--- config.mk ---
export PLATFORM = sky130hd
export DESIGN_NAME = alu_sequencer
export DESIGN_NICKNAME = d
export VERILOG_FILES = /design/src/rtl/alu_sequencer.sv
export SDC_FILE = /design/constraint.sdc
export NUM_CORES = 1
export LEC_CHECK = 0
export ABC_CLOCK_PERIOD_IN_PS = 2300
export CAP_MARGIN = 20
export CORE_ASPECT_RATIO = 1.4
export CORE_MARGIN = 10
export CORE_UTILIZATION = 49
export CTS_CLUSTER_SIZE = 25
export DETAILED_ROUTE_END_ITERATION = 10
export GPL_ROUTABILITY_DRIVEN = 0
export PLACE_DENSITY_LB_ADDON = 0.12
export SLEW_MARGIN = 20
export SYNTH_ARGS = -nofsm -noshare
export SYNTH_HDL_FRONTEND = slang
export SYNTH_SLANG_ARGS = --single-unit
--- constraint.sdc ---
create_clock -name clk -period 2.3 [get_ports clk]
set_input_delay 0.575 -clock clk [delete_from_list [all_inputs] [get_ports clk]]
set_output_delay 0.575 -clock clk [all_outputs]
set_load 0.005 [all_outputs]
--- src/rtl/alu_sequencer.sv ---
// Drives the shared 16-bit ALU for single-pass add/subtract and 16-step multiply/divide loops.
// Optional overflow flagging is enabled by defining ALU_SEQ_OVF_EN.
module alu_sequencer #(
   parameter logic [3:0] OP_PLUS  = 4'hC,
   parameter logic [3:0] OP_MINUS = 4'hD,
   parameter logic [3:0] OP_MULT  = 4'hE,
   parameter logic [3:0] OP_DIV   = 4'hF
) (
   input  logic        clk,
   input  logic        rst,
   input  logic        req_valid,
   output logic        req_ready,
   input  logic [3:0]  req_op,
   input  logic [15:0] req_a,
   input  logic [15:0] req_b,
   input  logic        abort,
   output logic        rsp_valid,
   output logic [15:0] rsp_result,
   output logic        rsp_err,
   output logic        busy,
   output logic [15:0] alu_a,
   output logic [15:0] alu_b,
   output logic [3:0]  alu_op,
   input  logic [15:0] alu_res
);

   typedef enum logic [2:0] {IDLE, ADDSUB, MUL, DIV, DONE} state_t;

   state_t      state_reg, state_next;
   logic [15:0] a_reg, a_next, b_reg, b_next;
   logic [3:0]  op_reg, op_next;
   logic [15:0] acc_reg, acc_next, mcand_reg, mcand_next, mplier_reg, mplier_next;
   logic [15:0] rem_reg, rem_next, quo_reg, quo_next;
   logic [3:0]  cnt_reg, cnt_next;
   logic [15:0] result_reg, result_next;
   logic        err_reg, err_next, ovf_reg, ovf_next;
   logic        rsp_valid_reg;
   logic [15:0] alu_a_reg, alu_a_next, alu_b_reg, alu_b_next;
   logic [3:0]  alu_op_reg, alu_op_next;
   logic        step_ovf;
   logic [15:0] div_s;
   logic        div_take;

   // Shifted partial remainder; a set R[15] means the 17-bit value always exceeds b.
   assign div_s    = {rem_reg[14:0], quo_reg[15]};
   assign div_take = rem_reg[15] | (div_s >= b_reg);

`ifdef ALU_SEQ_OVF_EN
   always_comb begin
      step_ovf = 1'b0;
      case (state_reg)
         ADDSUB: step_ovf = (op_reg == OP_PLUS) ? (alu_res < a_reg) : (a_reg < b_reg);
         MUL:    step_ovf = ((alu_b_reg != 16'd0) && (alu_res < acc_reg)) ||
                            (mcand_reg[15] && ((mplier_reg >> 1) != 16'd0));
         default: step_ovf = 1'b0;
      endcase
   end
`else
   assign step_ovf = 1'b0;
`endif

   always_comb begin
      state_next  = state_reg;
      a_next      = a_reg;
      b_next      = b_reg;
      op_next     = op_reg;
      acc_next    = acc_reg;
      mcand_next  = mcand_reg;
      mplier_next = mplier_reg;
      rem_next    = rem_reg;
      quo_next    = quo_reg;
      cnt_next    = cnt_reg;
      result_next = result_reg;
      err_next    = err_reg;
      ovf_next    = ovf_reg | step_ovf;
      case (state_reg)
         IDLE: begin
            ovf_next = 1'b0;
            if (req_valid && !abort) begin
               a_next   = req_a;
               b_next   = req_b;
               op_next  = req_op;
               cnt_next = 4'd0;
               if (req_op == OP_PLUS || req_op == OP_MINUS) begin
                  state_next = ADDSUB;
               end else if (req_op == OP_MULT) begin
                  state_next  = MUL;
                  acc_next    = 16'd0;
                  mcand_next  = req_a;
                  mplier_next = req_b;
               end else if (req_op == OP_DIV && req_b != 16'd0) begin
                  state_next = DIV;
                  rem_next   = 16'd0;
                  quo_next   = req_a;
               end else begin
                  state_next  = DONE;
                  result_next = 16'd0;
                  err_next    = 1'b1;
               end
            end
         end
         ADDSUB: begin
            state_next  = DONE;
            result_next = alu_res;
            err_next    = ovf_next;
         end
         MUL: begin
            acc_next    = alu_res;
            mcand_next  = mcand_reg << 1;
            mplier_next = mplier_reg >> 1;
            cnt_next    = cnt_reg + 4'd1;
            if (cnt_reg == 4'd15) begin
               state_next  = DONE;
               result_next = alu_res;
               err_next    = ovf_next;
            end
         end
         DIV: begin
            rem_next = div_take ? alu_res : div_s;
            quo_next = {quo_reg[14:0], div_take};
            cnt_next = cnt_reg + 4'd1;
            if (cnt_reg == 4'd15) begin
               state_next  = DONE;
               result_next = {quo_reg[14:0], div_take};
               err_next    = 1'b0;
            end
         end
         DONE: state_next = IDLE;
         default: state_next = IDLE;
      endcase
      if (abort && state_reg != IDLE) begin
         state_next  = IDLE;
         result_next = result_reg;
         err_next    = err_reg;
      end
   end

   // ALU operands are registered, so they are derived from the upcoming state's values.
   always_comb begin
      alu_a_next  = 16'd0;
      alu_b_next  = 16'd0;
      alu_op_next = 4'd0;
      case (state_next)
         ADDSUB: begin
            alu_a_next  = a_next;
            alu_b_next  = b_next;
            alu_op_next = op_next;
         end
         MUL: begin
            alu_a_next  = acc_next;
            alu_b_next  = mplier_next[0] ? mcand_next : 16'd0;
            alu_op_next = OP_PLUS;
         end
         DIV: begin
            alu_a_next  = {rem_next[14:0], quo_next[15]};
            alu_b_next  = b_next;
            alu_op_next = OP_MINUS;
         end
         default: begin
            alu_a_next  = 16'd0;
            alu_b_next  = 16'd0;
            alu_op_next = 4'd0;
         end
      endcase
   end

   always_ff @(posedge clk) begin
      if (rst) begin
         state_reg     <= IDLE;
         a_reg         <= 16'd0;
         b_reg         <= 16'd0;
         op_reg        <= 4'd0;
         acc_reg       <= 16'd0;
         mcand_reg     <= 16'd0;
         mplier_reg    <= 16'd0;
         rem_reg       <= 16'd0;
         quo_reg       <= 16'd0;
         cnt_reg       <= 4'd0;
         result_reg    <= 16'd0;
         err_reg       <= 1'b0;
         ovf_reg       <= 1'b0;
         rsp_valid_reg <= 1'b0;
         alu_a_reg     <= 16'd0;
         alu_b_reg     <= 16'd0;
         alu_op_reg    <= 4'd0;
      end else begin
         state_reg     <= state_next;
         a_reg         <= a_next;
         b_reg         <= b_next;
         op_reg        <= op_next;
         acc_reg       <= acc_next;
         mcand_reg     <= mcand_next;
         mplier_reg    <= mplier_next;
         rem_reg       <= rem_next;
         quo_reg       <= quo_next;
         cnt_reg       <= cnt_next;
         result_reg    <= result_next;
         err_reg       <= err_next;
         ovf_reg       <= ovf_next;
         rsp_valid_reg <= (state_next == DONE);
         alu_a_reg     <= alu_a_next;
         alu_b_reg     <= alu_b_next;
         alu_op_reg    <= alu_op_next;
      end
   end

   assign req_ready  = (state_reg == IDLE);
   assign busy       = (state_reg != IDLE);
   assign rsp_valid  = rsp_valid_reg;
   assign rsp_result = result_reg;
   assign rsp_err    = err_reg;
   assign alu_a      = alu_a_reg;
   assign alu_b      = alu_b_reg;
   assign alu_op     = alu_op_reg;

endmodule

== After elaboration in Yosys (flattened, before gate mapping) ==
Cells that the tools add are included.
W data, S select, Z words.

* Add/sub/neg operators: 1
* Order comparisons: 1
* Eq/ne operators: 20
* Mux-type cells: 55
* Bitwise logic cells: 2
* Reduce and logical (&&, ||, !) cells: 18

{| class="wikitable"
|+ Operator list
! kind !! count
|-
| $mux W16 || 29
|-
| $pmux W16 S2 || 6
|-
| $pmux W16 S4 || 1
|-
| $pmux W16 S3 || 1
|-
| $eq A4 B4 Y1 const B || 5
|-
| $mux W3 || 6
|-
| $ge A16 B16 Y1 || 1
|-
| $reduce_bool A16 Y1 || 1
|-
| $eq A3 B2 Y1 const B || 4
|-
| $mux W4 || 3
|-
| $pmux W4 S3 || 1
|-
| $ne A2 B2 Y1 const B || 5
|-
| $pmux W3 S3 || 1
|-
| $pmux W4 S2 || 1
|-
| $reduce_and A8 Y1 || 1
|-
| $eq A3 B1 Y1 const B || 2
|-
| $ne A2 B1 Y1 const B || 3
|-
| $reduce_bool A2 Y1 || 3
|-
| $mux W1 || 5
|-
| $reduce_and A5 Y1 || 1
|-
| $add A4 B1 Y4 const B || 1
|-
| $reduce_and A4 Y1 || 1
|-
| $reduce_bool A4 Y1 || 1
|-
| $reduce_or A2 Y1 || 2
|-
| other kinds (10) || 12
|}

* Register bits after elaboration: 177
* Input port bits: 56
* Word-level logic and storage cells: 116

== Longest topological paths before layout ==
Gate-level depths: netlist of run 1.

* Depth in word-level cells: 11
* Mapped depth: 10
* Depth with buffers taken out: 8

== Least setup slack after synthesis of run 1 ==
Ideal clock, no wire load.

* Path type: reg2reg
* From: register b_reg[1]
* To: register alu_a_reg[10], in the netlist alu_a[10]
* Setup time: 0.136 ns
* Data arrival time: 2.298 ns
* Setup slack: -0.133 ns
* Stages on the path, launching flop included: 10
* Buffers on the path: 1
* Period minus slack after synthesis: 2.433 ns
* Path through: dfxtp_1 > inv_1 > ha_1 > nor2b_1 > o211a_1 > o31ai_1 > clkbuf_1 > a31oi_1 > nor4_2 > o32ai_1

* Longest elaborated chain between the ends: 5

{| class="wikitable"
|+ RTL lines
! element !! RTL line !! source
|-
| from (decl) || 30 || <nowiki>logic [15:0] a_reg, a_next, b_reg, b_next;</nowiki>
|-
| from (signal assigned) || 189 || <nowiki>b_reg <= b_next;</nowiki>
|-
| $ge A16 B16 Y1 || 46 || <nowiki>assign div_take = rem_reg[15] | (div_s >= b_reg);</nowiki>
|-
| $or A1 B1 Y1 || 46 ||
|-
| $mux W16 || 119 || <nowiki>rem_next = div_take ? alu_res : div_s;</nowiki>
|-
| $pmux W16 S2 || 76 || <nowiki>case (state_reg)</nowiki>
|-
| $pmux W16 S3 || 143 || <nowiki>case (state_next)</nowiki>
|-
| to (signal assigned) || 201 || <nowiki>alu_a_reg <= alu_a_next;</nowiki>
|-
| to (decl) || 38 || <nowiki>logic [15:0] alu_a_reg, alu_a_next, alu_b_reg, alu_b_next;</nowiki>
|}

No other way between the ends.
A chain may end at the register's enable or synchronous reset.

== Final worst setup path of run 1 ==
* From: register rem_reg[7]
* To: register alu_a_reg[8], in the netlist alu_a[8]

* Longest elaborated chain between the ends: 6

{| class="wikitable"
|+ RTL lines
! element !! RTL line !! source
|-
| from (decl) || 33 || <nowiki>logic [15:0] rem_reg, rem_next, quo_reg, quo_next;</nowiki>
|-
| from (signal assigned) || 194 || <nowiki>rem_reg <= rem_next;</nowiki>
|-
| branches (longest 4 deep; another with $ge A16 B16 Y1) || -- ||
|-
| $pmux W16 S2 (*) || 76 ||
|-
| $pmux W16 S3 (*) || 143 ||
|}

Every way passes the cells marked *. The select of a mux whose other input is x is not followed.

==> impl_results.md, run 1 <==
- Status: complete, but fails checks
- Failing checks: setup timing
- Type of the worst min-delay path: reg2reg
- DRC: 0
- Endpoint class of the critical path: register
- DRT iter0 DRCs: between 1,000 and 1,500
- Worst-case clock buffer depth: 2
- Avg WL per Cell: between 20 and 25 um
- Max Freq: around 390 MHz
- Post-synth ARST share: 0%
- Compound-gate portion of the synthesized area: between 20 and 25%
- Hold WS: roughly 450 ps
- Syn Std Cell Area: about 0.0075 mm2
- Core area: approximately 0.015 mm2
- Flops & latches, synth: between 150 and 200
- Req. time, crit path: approximately 2600 ps
- CTS tree: built
- Clk Latency, worst-skew pair: 430 ps
- Drt total wl: 30,900 um
- Post-Syn Instances: 850
- CP startpoint kind: register
- Routed vias/inst: 6.56
- Leak: approximately 4.3 nW
- DPL Wire Length: about 18,000 um
- Top-area cell type share of the netlist area: ~46%
- Worst-Margin Slew: roughly 600 ps
- Final setup viols: 31
- Num CTS Buffers: 17
- Cell count along the critical path: 10
- Largest family of logic cells by synthesized area: compound AO/OA/AOI/OAI gates
- Top-count cell post-synth: dfxtp_1
- RSZ-0062 raised after global routing: yes
- CP Class: reg2reg
- Hold-fix buffers, CTS: 0
- Final Hold Viols: 0
- Global-route wire length before repair: around 43,000 um
- Vias in the first global route: roughly 8,000
- Final period util: 113%
- Reg2Reg Depth: 10
- Via count: around 8,000
- Area leader, netlist: dfxtp_1
- Worst Path Buf+Inv: 3
- Layout cell share with drive strength beyond 1: 30.9%
- Antenna Nets Post-Route: 0
- Post-synth EDFFs: 0
- FP Rows: 53
- Largest net degree at the start of global routing: 62
- Clk sink count: 174
- Antenna violations before repair: 0
- Layout area overhead: 52.6%
- Post-Route Setup TNS: -4860 ps
- Simple-Gate Fraction of Synth Area: ~22%
- PwrDens: between 600 and 700 mW/mm2
- CP top delay family: simple AND/OR/NAND/NOR gates
- Fin crit period: approximately 2600 ps
- Starting Density: between 50% and 60%
- Post-Layout Cell Count: 1,256
- Syn_nets: ~900
- Crit path DAT: 2890 ps
- Synth warn: 0
- Clk slew on worst S/H paths: approximately 70 ps
- Max Cap Viol: 0
- IO Port Bufs: 111
- Crit path cell chain: ha_4 > nand4_1 > nor4_2 > buf_4 > o31a_1 > buf_6 > buf_4 > nor4_4 > nor4_2 > o32ai_1
- Total track usage: approximately 25%
- Worst path slowest cell: nor4_2
- Synth top cells by count: dfxtp_1, nor2_1, nand2_1, a21oi_1, clkbuf_1
- Die boundary width: ~120 um
- Area contributors post-synth: dfxtp_1, nor2_1, a22oi_1, nand2_1, a21oi_1
- Synth Area in Adders: ~2.8%
- Post-Place Cells: around 1,200
- Ports: around 110
- Hold depth: 2
- H-tree level count: 4
- Die Ht: ~170 um
- Gr ovfl total: 0
- NumNets Final: roughly 1,100
- Post-Syn Area per Cell: 8.86 um2
- Clk root buf: clkbuf_16
- Post-synthesis mux area share: 2.26%
- Peak ir drop on the vdd network: ~430 uV
- Number of distinct library cells after synthesis: between 50 and 60
- Pre-CTS setup slack: -721 ps
- Final Worst Setup Slack: -295 ps
- Clock Skews: ~9.4 ps
- Die area: 0.0208 mm2
- Inserted Diodes: 0
- Post-synthesis xor/xnor area fraction: 0.116%
- Critical Path Max Stage Delay: around 400 ps
- Register area share after synthesis: a little under half
- Critical path peak fanout: 5
- Synth Flop Type: dfxtp_1
- Rel. slew slack: between 60% and 70%
- Final core occ: 76.4%
- Pins Over Slew Limit: 0
- Drt pass-1 iters: 8
## metrics by stage
stage / area (um2) / total power [mW]
2_1_floorplan: 7630 / 3.55
3_3_place_gp: 9580 / 3.96
3_5_place_dp: 9580 / 3.98
4_1_cts: 11000 / 7.01
5_1_grt: 11500 / 7.41
6_report: 11500 / 7.24
## cell usage in the layout (no fill, tap or decap), types with 7 or more instances in the layout
cell type / n
nor4_4: 22
and2_1: 17
buf_6: 14
buf_12: 15
o32ai_1: 10
dfxtp_1: 158
a22o_1: 15
mux2i_1: 17
inv_2: 7
a21oi_1: 60
ha_1: 8
nor4_2: 14
clkdlybuf4s50_1: 86
nand2_1: 90
a22oi_1: 46
a31oi_2: 9
a222oi_1: 24
buf_4: 109
ha_4: 9
and3_1: 8
nor2_1: 102
dfxtp_2: 16
inv_1: 12
clkbuf_16: 17
and3_4: 10
dlygate4sd2_1: 16
nor3_2: 11
a211oi_1: 14
## routing by layer
| layer | track usage [%] | wire (um) | vias to the layer above |
|---|---|---|---|
| li1 | - | - | 3539 |
| met1 | 27.7 | 10900 | 3975 |
| met2 | 44.6 | 15300 | 556 |
| met3 | 5.53 | 2690 | 165 |
| met4 | 12.3 | 2050 | 0 |
| met5 | 0 | 0 | - |
## area by class of cell
class | instances | area, um2
Multi-Input combinational cell | 587 | 4600
Fill cell | 966 | 3560
Clock inverter | 12 | 163
Timing Repair Buffer | 253 | 2460
Sequential cell | 174 | 3500
Inverter | 20 | 80.1
Tap cell | 192 | 240
Clock buffer | 18 | 439
## logic make-up after synthesis
logic type / Yosys count
compound gates: 226
xor+xnor: 1
fa+ha+maj: 17
buf+inv: 90
flops: 174
mux: 17
other cells: 1
simple gates: 324
## power by group
| group | internal (mW) | switching [mW] |
|---|---|---|
| Clock | 1.74 | 1.29 |
| Sequential | 3.09 | 0.0379 |
| Combinational | 0.508 | 0.568 |
## worst min-delay path, delay by kind of cell, from the launching register on
kind,cells,cell delay [ps]
simple gates,1,50
flops,1,310
compound gates,1,50
## timing repair
| item | in CTS | in global routing |
|---|---|---|
| buffers inserted | 19 | 18 |
| endpoints found under the setup margin | 75 | 68 |
| gates cloned | 5 | 0 |
| pin swaps | 54 | 42 |
| gates resized for setup | 134 | 72 |
## final timing paths
kind	endpoint	slack [ps]	from
setup / recovery	alu_a[8]$_SDFF_PP0_	-300	rem_reg[7]$_SDFF_PP0_
hold / removal	quo_reg[14]$_SDFFE_PP0P_	450	quo_reg[14]$_SDFFE_PP0P_
setup reg to reg	alu_a[8]$_SDFF_PP0_	-300	rem_reg[7]$_SDFF_PP0_
hold reg to reg	quo_reg[14]$_SDFFE_PP0P_	450	quo_reg[14]$_SDFFE_PP0P_
Power figures use the tool's default switching activity.
==> inputs of run 2 (changes only) <==
--- a/config.mk
+++ b/config.mk
@@ -12,7 +12,6 @@
 export CORE_UTILIZATION = 49
 export CTS_CLUSTER_SIZE = 25
 export DETAILED_ROUTE_END_ITERATION = 10
-export GPL_ROUTABILITY_DRIVEN = 0
 export PLACE_DENSITY_LB_ADDON = 0.12
 export SLEW_MARGIN = 20
 export SYNTH_ARGS = -nofsm -noshare
==> run 2 against run 1 <==
  * The flow still finishes with violations (setup timing)
  * Total power shrank 1.8%
  * Non-clock buffer count fell by 1
  * Clock skew up 3.1 ps
  * Design area rose by 0.22%
  * Global-route usage is 2.0 points lower
  * Fmax up 7.1%
  * Sequential power about the same
  * Hold slack improved by 20 ps
==> impl_results.md, run 2 (same netlist as run 1, synthesis figures left out) <==
- Most frequent cells in the layout: dfxtp_1, buf_4, nor2_1 (unchanged)
- Crit path DAT: 2750 ps (was 2890 ps)
- Drt pass-1 iters: 9 (was 8)
- Die Ht: 167 um (unchanged)
- Flop pwr share: 44.0% (was 43.2%)
- CP startpoint kind: register (unchanged)
- Endpoint class of the critical path: register (unchanged)
- PwrDens: 617 mW/mm2 (was 630 mW/mm2)
- Routed vias/inst: 6.50 (was 6.56)
- Gr ovfl total: 0 (unchanged)
- Hold_sp: quo_reg[14]$_SDFFE_PP0P_ (unchanged)
- Gpl congestion: between 0.9 and 1
- Clock Skews: 12.6 ps (was 9.44 ps)
- Ports: 112 (unchanged)
- Fin crit period: 2420 ps (was 2600 ps)
- Via count: 8,165 (was 8,235)
- CTS tree: built (unchanged)
- Sw Ratio: 27.8% (was 26.2%)
- DRT iter0 DRCs: 880 (was 1,068)
- H-tree level count: 4 (unchanged)
- Clk sink count: 174 (unchanged)
- Num CTS Buffers: 17 (unchanged)
- Inserted Diodes: 0 (unchanged)
- Total power: 7.11 mW (was 7.24 mW)
- Clk slew on worst S/H paths: 80 ps (was 70 ps)
- Status: complete, but fails checks (unchanged)
- Hold Path End: quo_reg[14]$_SDFFE_PP0P_ (unchanged)
- Avg WL per Cell: 23.8 um (was 24.6 um)
- Gate power share: 14.5% (was 14.9%)
- CP Class: reg2reg (unchanged)
- Final setup viols: 25 (was 31)
- Final Hold Viols: 0 (unchanged)
- Antenna Nets Post-Route: 0 (unchanged)
- Clk Latency, worst-skew pair: 440 ps (was 430 ps)
- Max Freq: 413 MHz (was 385 MHz)
- Antenna violations before repair: 0 (unchanged)
- Critical path peak fanout: 6 (was 5)
- Worst-Margin Slew: 610 ps (was 587 ps)
- Core area: 0.0151 mm2 (unchanged)
- Largest net degree at the start of global routing: 53 (was 62)
- Vias in the first global route: 7,677 (was 8,044)
- Clock power share: 41.5% (was 41.9%)
- Final Worst Setup Slack: -124 ps (was -295 ps)
- Layout area overhead: 53.0% (was 52.6%)
- Peak ir drop on the vdd network: 473 uV (was 430 uV)
- Type of the worst min-delay path: reg2reg (unchanged)
- Rel. slew slack: 59.3% (was 60.9%)
- Total track usage: 23.2% (was 25.2%)
- Reg2Reg Depth: 9 (was 10)
- Max Cap Viol: 0 (unchanged)
- Clk root buf: clkbuf_16 (unchanged)
- FP Rows: 53 (unchanged)
- Die area: 0.0208 mm2 (unchanged)
- Final period util: 105% (was 113%)
- IO Port Bufs: 111 (unchanged)
- Drt total wl: 29,900 um (was 30,900 um)
- Req. time, crit path: 2630 ps (was 2590 ps)
- Layout cell share with drive strength beyond 1: 29.6% (was 30.9%)
- Failing checks: setup timing (unchanged)
- Worst-case clock buffer depth: 2 (unchanged)
- Commonest non-fill, non-tap cell in the layout: dfxtp_1 (unchanged)
- DPL Wire Length: 18,100 um (was 18,000 um)
- Global-route wire length before repair: 40,400 um (was 43,400 um)
- P_int: 5.13 mW (was 5.34 mW)
- DRC: 0 (unchanged)
- RR Endpoint: alu_a[3]$_SDFF_PP0_ (was alu_a[8]$_SDFF_PP0_)
- Hold depth: 2 (unchanged)
- NumNets Final: 1,125 (was 1,126)
- Switching Power: 1.98 mW (was 1.90 mW)
- Die boundary width: 125 um (unchanged)
- Pre-CTS setup slack: -667 ps (was -721 ps)
- Leak: 4.39 nW (was 4.30 nW)
- RR Startpoint: rem_reg[0]$_SDFF_PP0_ (was rem_reg[7]$_SDFF_PP0_)
- R2R Setup Slk: -120 ps (was -300 ps)
- Pins Over Slew Limit: 0 (unchanged)
- RSZ-0062 raised after global routing: yes (unchanged)
- Starting Density: 50.0% (unchanged)
## run 2: changes by cell type in the layout (fill, tap and decap cells not counted), sizes merged, moves of 2 or more
cell and change:
bufinv -2, clkinv -3, clkdlybuf4s15 +3, buf -2, inv +5, dlymetal6s2s +15
dlygate4sd2 -14
## run 2: area by class of cell
cell class | count | area [um2]
fillers | 967 | 3530
inverters | 20 | 76.3
multi-input cells | 587 | 4620
clock inverters | 13 | 145
clock buffers | 19 | 443
well taps | 192 | 240
flip-flops and latches | 174 | 3510
repair buffers | 252 | 2490
## run 2: worst max-delay path by stage
stage | start | end | slack [ps] | cells past startpoint
after floorplan | b_reg[11]$_SDFF_PP0_ | alu_a[10]$_SDFF_PP0_ | -30 | 9
after global placement | req_b[11] | rsp_result[15]$_SDFFE_PP0P_ | -680 | 10
after detailed placement | req_b[12] | alu_a[2]$_SDFF_PP0_ | -670 | 9
after CTS | b_reg[9]$_SDFF_PP0_ | alu_a[1]$_SDFF_PP0_ | -30 | 9
after global routing | b_reg[7]$_SDFF_PP0_ | alu_a[3]$_SDFF_PP0_ | -240 | 11
final | rem_reg[0]$_SDFF_PP0_ | alu_a[3]$_SDFF_PP0_ | -120 | 9
## run 2: stage by stage
step	utilization, %	hold WS, ps	instance area [um2]	instances	TNS, ps
global placement	63.7	442	9590	1189	-51560
finish	76.5	473	11500	1257	-1380
floorplan	-	432	7630	850	-165
detailed placement	63.7	459	9590	1189	-54340
CTS	70.1	470	10600	1225	-149
global route	76.5	492	11500	1257	-3490
## run 2: critical path, cell delays in order, from the launching register on
cell,delay [ps]
dfxtp_4,380
ha_4,240
nor2b_1,120
o211a_1,240
o31a_1,260
buf_6,160
buf_8,150
nor4_4,360
nor4_4,90
o32ai_2,300
## run 2: what timing repair did
item | in CTS | in global routing
buffers inserted | 3 | 30
resized for setup | 67 | 140
endpoints found under the setup margin | 83 | 87
gates cloned | 1 | 4
hold buffers | 0 | 0
pin swaps | 19 | 81
## run 2: power groups by stage
| stage | registers (mW) | clock network (mW) | logic (mW) |
|---|---|---|---|
| floorplan | 3.19 | 0 | 0.366 |
| global route | 3.13 | 3.06 | 1.08 |
| CTS | 3.12 | 2.92 | 0.871 |
| global placement | 3.19 | 0 | 0.773 |
| detailed placement | 3.19 | 0 | 0.786 |
| finish | 3.13 | 2.95 | 1.03 |
## run 2: metal layers
metal | wire, um | vias to the layer above | global-route usage, %
met2 | 14600 | 589 | 40.7
met5 | 0 | - | 0
li1 | - | 3522 | -
met3 | 2700 | 178 | 4.29
met1 | 10500 | 3876 | 26.5
met4 | 2040 | 0 | 10.7
